File: src/rtl/led7_scan.sv
// rtl/led7_scan.sv - six-digit multiplexed 7-segment scanner with frame-shadowed BCD inputs
// Optional feature: define LED7_LZB_EN to blank a leading zero in the hours tens digit.
module led7_scan #(
  parameter int SCAN_DIV  = 50000,
  parameter int BLANK_CYC = 500
) (
  input  logic       clk,
  input  logic       rst,
  input  logic [3:0] sec_unit,
  input  logic [3:0] sec_tens,
  input  logic [3:0] min_unit,
  input  logic [3:0] min_tens,
  input  logic [3:0] hr_unit,
  input  logic [3:0] hr_tens,
  input  logic       colon,
  output logic [6:0] seg,
  output logic       dp,
  output logic [5:0] an
);

  logic [15:0]     cnt_q, cnt_d;
  logic [2:0]      idx_q, idx_d;
  logic [5:0][3:0] sh_q, sh_d;
  logic            col_q, col_d;
  logic [6:0]      seg_q, seg_d;
  logic            dp_q, dp_d;
  logic [5:0]      an_q, an_d;
  logic            tick;
  logic            blank;
  logic [3:0]      digit;

  assign tick = (cnt_q == 16'(SCAN_DIV - 1));

  // A zero-length blank window would make the compare constant, so it is removed outright.
  generate
    if (BLANK_CYC == 0) begin : g_no_blank
      assign blank = 1'b0;
    end else begin : g_blank
      assign blank = (cnt_q < 16'(BLANK_CYC));
    end
  endgenerate

  always_comb begin
    cnt_d = tick ? 16'd0 : cnt_q + 16'd1;
    idx_d = idx_q;
    sh_d  = sh_q;
    col_d = col_q;
    if (tick) begin
      idx_d = (idx_q == 3'd5) ? 3'd0 : idx_q + 3'd1;
      if (idx_q == 3'd5) begin
        sh_d  = {hr_tens, hr_unit, min_tens, min_unit, sec_tens, sec_unit};
        col_d = colon;
      end
    end
  end

  always_comb begin
    case (idx_q)
      3'd0:    digit = sh_q[0];
      3'd1:    digit = sh_q[1];
      3'd2:    digit = sh_q[2];
      3'd3:    digit = sh_q[3];
      3'd4:    digit = sh_q[4];
      default: digit = sh_q[5];
    endcase
    case (digit)
      4'd0:    seg_d = 7'b1000000;
      4'd1:    seg_d = 7'b1111001;
      4'd2:    seg_d = 7'b0100100;
      4'd3:    seg_d = 7'b0110000;
      4'd4:    seg_d = 7'b0011001;
      4'd5:    seg_d = 7'b0010010;
      4'd6:    seg_d = 7'b0000010;
      4'd7:    seg_d = 7'b1111000;
      4'd8:    seg_d = 7'b0000000;
      4'd9:    seg_d = 7'b0010000;
      default: seg_d = 7'b1111111;
    endcase
`ifdef LED7_LZB_EN
    if (idx_q == 3'd5 && digit == 4'd0) seg_d = 7'b1111111;
`endif
    dp_d = ~(col_q && (idx_q == 3'd2 || idx_q == 3'd4));
    an_d = blank ? 6'b111111 : ~(6'b000001 << idx_q);
  end

  always_ff @(posedge clk or posedge rst) begin
    if (rst) begin
      cnt_q <= 16'd0;
      idx_q <= 3'd0;
      sh_q  <= '0;
      col_q <= 1'b0;
      seg_q <= 7'b1111111;
      dp_q  <= 1'b1;
      an_q  <= 6'b111111;
    end else begin
      cnt_q <= cnt_d;
      idx_q <= idx_d;
      sh_q  <= sh_d;
      col_q <= col_d;
      seg_q <= seg_d;
      dp_q  <= dp_d;
      an_q  <= an_d;
    end
  end

  assign seg = seg_q;
  assign dp  = dp_q;
  assign an  = an_q;

endmodule

File: config.mk
export PLATFORM = sky130hd
export DESIGN_NAME = led7_scan
export DESIGN_NICKNAME = d
export VERILOG_FILES = /design/src/rtl/led7_scan.sv
export SDC_FILE = /design/constraint.sdc
export NUM_CORES = 1
export LEC_CHECK = 0
export ABC_AREA = 1
export CAP_MARGIN = 10
export CELL_PAD_IN_SITES_DETAIL_PLACEMENT = 1
export CELL_PAD_IN_SITES_GLOBAL_PLACEMENT = 1
export CORE_MARGIN = 2
export CORE_UTILIZATION = 43
export DETAILED_ROUTE_END_ITERATION = 12
export PLACE_DENSITY = 0.9
export SYNTH_ARGS = -nofsm -noshare
export SYNTH_HDL_FRONTEND = slang
export SYNTH_SLANG_ARGS = --single-unit
File: constraint.sdc
create_clock -name clk -period 4.65 [get_ports clk]
set_clock_uncertainty 0.1 [all_clocks]
set_input_delay 0.465 -clock clk [delete_from_list [all_inputs] [get_ports clk]]
set_output_delay 0.465 -clock clk [all_outputs]
set_load 0.02 [all_outputs]
==> impl_metrics.yaml, run 1 <==
placement:
  dp.final_hpwl_um: 5330
  port_buffers: 40
  gp_congestion: 0.870
sta:
  min_period_ps: 2410
  finalSetupViolCount: 0
  setup_tns_ps: 0
  slew_viol_final: 0
  period_share: 0.518
  rsz0062_at_grt: "no"
  relSlewSlack: 0.463
  fmax_mhz: 415
  finalHoldViolCount: 0
  tightestPinTransition_ps: 792
clock_tree:
  path_clk_slew_ps: 70
  clkLatencyLatePin_ps: 330
  htreeDepth: 3
  postCtsSetupRepairBufs: 0
  numCtsBuffers: 9
  clk_path_buf_depth: 2
  clockRootBuffer: "clkbuf_8"
  cts.sinks: 58
  cts_tree: "done"
  cts_resized: 0
  postCtsHoldBufs: 0
logic_synthesis:
  netlist_instances: 357
  synth-seq-area-share: 0.507
  ys_seq_elements: 58
  ys.flop_type: "dfrtp_1"
  ys.warnings.count: 0
  synth_fp_nets: 389
  async_reset_ff_frac: 1.00
  syn_area_per_cell_um2: 8.12
  synth_edf_count: 0
  yosysUniqueCellTypes: 35
  syn-cell-area_mm2: 0.00290
power_and_ir_drop:
  p_sw_frac: 0.216
  p_total_w: 0.000950
  seq_power_share: 0.532
  comb_power_share: 0.034
  p_switching_w: 0.000205
  p_per_area_mw_per_mm2: 271
  leakage_nw: 1.50
  clock_power_share: 0.434
  peakVddDrop_mv: 0.130
  p_int_w: 0.000745
setup_path:
  crit_buf_inv: 1
  r2r_slack_ps: 2240
  startpoint: "cnt_q[0]"
  cp_slowest_stage_delay_ps: 610
  reg2regPathDepth: 9
  crit_path_end: "sh_q[21]"
  path_max_fanout: 31
  start_kind: "flip-flop"
  cp.required_ps: 4810
  critPathMostFrequentCell: "nand2_1"
  arrival_ps: 2570
  worstSetupPathType: "flip-flop to flip-flop"
  cp_num_cells: 9
  critPathTopFamily: "simple AND/OR/NAND/NOR gates"
  crit_slowest_cell: "nor2_4"
  end_kind: "flip-flop"
  worstPathCellList: "ha_1 -> nand2_1 -> nor2_2 -> inv_2 -> nor3_2 -> nand2_2 -> nor2_4 -> nand2_1 -> o21ai_1"
  r2r-end: "sh_q[21]"
  r2r-start: "cnt_q[0]"
cells_and_area:
  final_common_cell: "nand2_1"
  nNetsFinal: 431
  drive_above_1_share: 0.131
  areaGrowthSynthToFinish_pct: 20.8
  layout_common_cells: "nand2_1, dfrtp_1, clkdlybuf4s50_1, inv_1, o21ai_0"
  fill_cells: 793
  diodes: 0
route:
  drc: 0
  viasPerCell: 5.16
  vias: 2480
  routedWlPerCell_um: 14.8
  drtPass1Iterations: 4
  postRouteAntennaNets: 0
  drt_iter0_drc: 128
  wl_um: 7110
floorplan:
  start_util: 0.451
  rows: 29
  die_w_um: 86.1
  io_pins: 41
  die_area_mm2: 0.00741
  core_mm2: 0.00642
  die_h_um: 86.1
flow_run:
  maxCapViolCount: 0
global_routing:
  grt_pass1_vias: 2567
  grt_use_total: 0.213
  grt_antenna_before_repair: 0
  grt_max_degree: 32
  grt_pass1_wl_um: 12300
  grt.overflow.total: 0
worst_hold_path:
  hold_class: "flip-flop to flip-flop"
  hold_start: "cnt_q[0]"
run_status:
  status: "complete, no violations"
-- flip-flops by register name, indices dropped and copies added (netlist names) --
name and flops:
idx_q 3, cnt_q 16, sh_q 24, dp 1, col_q 1, seg 7, an 6
-- stage by stage --
step	utilization	area (um^2)	setup slack, ps	hold WS [ps]	cells
after floorplan	-	2900	2650	289	357
final	0.545	3500	2240	368	481
after detailed placement	0.518	3330	2260	364	465
after CTS	0.545	3500	2210	366	481
after global placement	0.518	3330	2380	342	465
after global routing	0.545	3500	1970	395	481
-- worst register-to-register path, cell delays in order, from the launching register on --
cell	delay, ps
dfrtp_1	370
ha_1	190
nand2_1	80
nor2_2	180
inv_2	70
nor3_2	130
nand2_2	300
nor2_4	610
nand2_1	180
o21ai_1	130
-- logic make-up after synthesis --
kind of cell,count (synthesis),share of synthesized area
simple gates,186,0.282
flops,58,0.507
compound gates,53,0.101
buf+inv,53,0.0833
fa+ha+maj,5,0.0216
xor+xnor,2,0.00605
-- power groups by stage --
stage / logic (W) / registers [W] / clock network (W)
after floorplan: 0.00000726 / 0.000514 / 0
after global placement: 0.0000327 / 0.000514 / 0
after detailed placement: 0.0000333 / 0.000514 / 0
after CTS: 0.0000335 / 0.000505 / 0.000422
after global routing: 0.0000356 / 0.000505 / 0.000440
final: 0.0000323 / 0.000505 / 0.000412
-- how the worst min path moves through the flow --
| stage | end | depth (start not counted) | slack, ps |
|---|---|---|---|
| floorplan | dp | 1 | 290 |
| CTS | dp | 1 | 370 |
| finish | cnt_q[0] | 1 | 370 |
| detailed placement | dp | 1 | 360 |
| global placement | cnt_q[0] | 1 | 340 |
| global route | dp | 1 | 400 |
-- cell type report --
class                           count  area, um^2  share of cell area
Timing Repair Buffer               41         408               0.117
Multi-Input combinational cell    246        1190               0.339
Clock buffer                       13         159              0.0454
Clock inverter                      3        15.0             0.00429
Inverter                           43         165              0.0472
Tap cell                           77        96.3              0.0275
Sequential cell                    58        1470               0.420
-- routing by layer --
layer,global-route usage,wire length (um),up-vias
met1,0.281,3330,1194
met5,0,0,-
met3,0.0375,248,15
met4,0.0808,133,0
li1,-,-,1217
met2,0.350,3400,54
-- cells in the mapped netlist (2+ instances only) --
library cell | count | share of area
inv_1 | 36 | 0.047
buf_6 | 3 | 0.012
nand2_2 | 5 | 0.011
nand3_1 | 18 | 0.031
dfstp_2 | 14 | 0.13
buf_4 | 4 | 0.010
nor2_2 | 3 | 0.0065
dfrtp_1 | 44 | 0.38
o21ai_1 | 7 | 0.012
nand2_4 | 2 | 0.0078
nand2_1 | 117 | 0.15
inv_2 | 5 | 0.0065
o21ai_0 | 33 | 0.057
ha_1 | 5 | 0.022
nand4_1 | 7 | 0.015
a21oi_1 | 5 | 0.0086
nor3_2 | 2 | 0.0069
clkbuf_1 | 2 | 0.0026
nor2_1 | 24 | 0.031
xor2_1 | 2 | 0.0060
nor3_1 | 5 | 0.0086
No activity file was read; power rests on OpenSTA's default activity.
==> run 2: changes to the inputs <==
CORE_UTILIZATION = 40   (was 43)
PLACE_DENSITY = 0.85   (was 0.9)
clock period = 2.5 ns   (was 4.65 ns; I/O delays follow)
==> impl_metrics.yaml, run 2 (synthesis results as in run 1) <==
clock_tree:
  postCtsSetupRepairBufs: 0
  cts_tree: "done"
  htreeDepth: 3
  clkLatencyLatePin_ps: 340
  cts.sinks: 58
  clk_path_buf_depth: 2
  numCtsBuffers: 9
  clockRootBuffer: "clkbuf_8"
  path_clk_slew_ps: 60
  postCtsHoldBufs: 0
  cts_resized: 0
cells_and_area:
  final_area_mm2: 0.00361
  diodes: 0
  layout_common_cells: "nand2_1, dfrtp_1, clkdlybuf4s50_1, inv_1, o21ai_0"
  final_common_cell: "nand2_1"
  nNetsFinal: 433
  finish.utilization: 0.506
  final_cells: 505
  fill_cells: 902
  ff_latch_area_mm2: 0.00147
  top_register: "sh_q"
  multi_input_area_mm2: 0.00119
  largest_reg_flops: 24
  areaGrowthSynthToFinish_pct: 24.6
  drive_above_1_share: 0.140
sta:
  slew_viol_final: 0
  finalHoldViolCount: 0
  fmax_mhz: 443
  min_period_ps: 2260
  rsz0062_at_grt: "no"
  relSlewSlack: 0.631
  layout_setup_ws_ps: 245
  period_share: 0.902
  finalSetupViolCount: 0
  setup_tns_ps: 0
  tightestPinTransition_ps: 552
route:
  drtPass1Iterations: 4
  drt_iter0_drc: 95
  routedWlPerCell_um: 14.7
  viasPerCell: 5.00
  postRouteAntennaNets: 0
  drc: 0
  vias: 2526
  wl_um: 7410
floorplan:
  die_area_mm2: 0.00794
  core_mm2: 0.00714
  io_pins: 41
  die_h_um: 89.1
  start_util: 0.406
  rows: 31
  die_w_um: 89.1
power_and_ir_drop:
  peakVddDrop_mv: 0.286
  leakage_nw: 1.54
  p_per_area_mw_per_mm2: 542
setup_path:
  startpoint: "idx_q[2]"
  arrival_ps: 2430
  r2r-start: "idx_q[2]"
  path_max_fanout: 12
  r2r_slack_ps: 240
  worstSetupPathType: "flip-flop to flip-flop"
  cp.required_ps: 2670
  start_kind: "flip-flop"
  reg2regPathDepth: 13
  end_kind: "flip-flop"
  r2r-end: "seg[3]"
placement:
  gp_congestion: 0.832
  dp.cells: 489
  port_buffers: 40
  post-place-ws_ps: 278
  postPlaceCellArea_mm2: 0.00339
  dp.final_hpwl_um: 5410
global_routing:
  grt.overflow.total: 0
  grt_antenna_before_repair: 0
  grt_max_degree: 35
  grt_pass1_vias: 2611
  grt_pass1_wl_um: 12300
  grt_use_total: 0.206
flow_run:
  maxCapViolCount: 0
run_status:
  status: "complete, no violations"
worst_hold_path:
  hold_class: "primary input to async pin"
## run 2: how the worst max path moves through the flow
stage,to,slack [ps],cells after the start
3_3_place_gp,seg[3],430,14
6_report,seg[3],240,13
2_1_floorplan,seg[3],500,16
3_5_place_dp,seg[3],280,14
5_1_grt,seg[1],30,10
4_1_cts,seg[3],230,14
## run 2: worst max-delay path, stage by stage (launching register included)
cell and delay (ps):
dfrtp_1 510, inv_2 180, ha_1 300, inv_1 120, nand3_4 90, clkinv_2 100
nand2_1 70, nand2_2 120, inv_1 80, ha_1 290, nand2_1 70, nand2_1 50
nand2_1 60, nand2_1 50
## run 2: final cells by class
cell class / count / share of cell area
sequential: 58 / 0.407
multi-input combinational: 246 / 0.329
timing repair buffer: 43 / 0.124
inverter: 43 / 0.0457
clock buffer: 10 / 0.0381
tap: 99 / 0.0343
clock inverter: 6 / 0.0222
## run 2: power breakdown
group	switching, W	internal [W]	total (W)
logic	0.0000244	0.0000383	0.0000627
registers	0	0.000940	0.000940
clock network	0.000375	0.000581	0.000956
## run 2: metrics by stage
stage	hold slack [ps]	total power [W]
finish	185	0.00196
global route	231	0.00202
CTS	196	0.00198
detailed placement	358	0.00102
global placement	346	0.00102
floorplan	267	0.000970
## run 2: layer usage
| layer | vias to the layer above | global-route usage | wire length, um |
|---|---|---|---|
| li1 | 1228 | - | - |
| met1 | 1225 | 0.257 | 3350 |
| met2 | 57 | 0.338 | 3560 |
| met3 | 16 | 0.0416 | 287 |
| met4 | 0 | 0.104 | 209 |
| met5 | - | 0 | 0 |
==> run 3: changes to the inputs <==
CTS_CLUSTER_SIZE = 14   (was default)
==> results of run 3 <==
No change in the layout: final DEF, timing and power equal those of run 2.
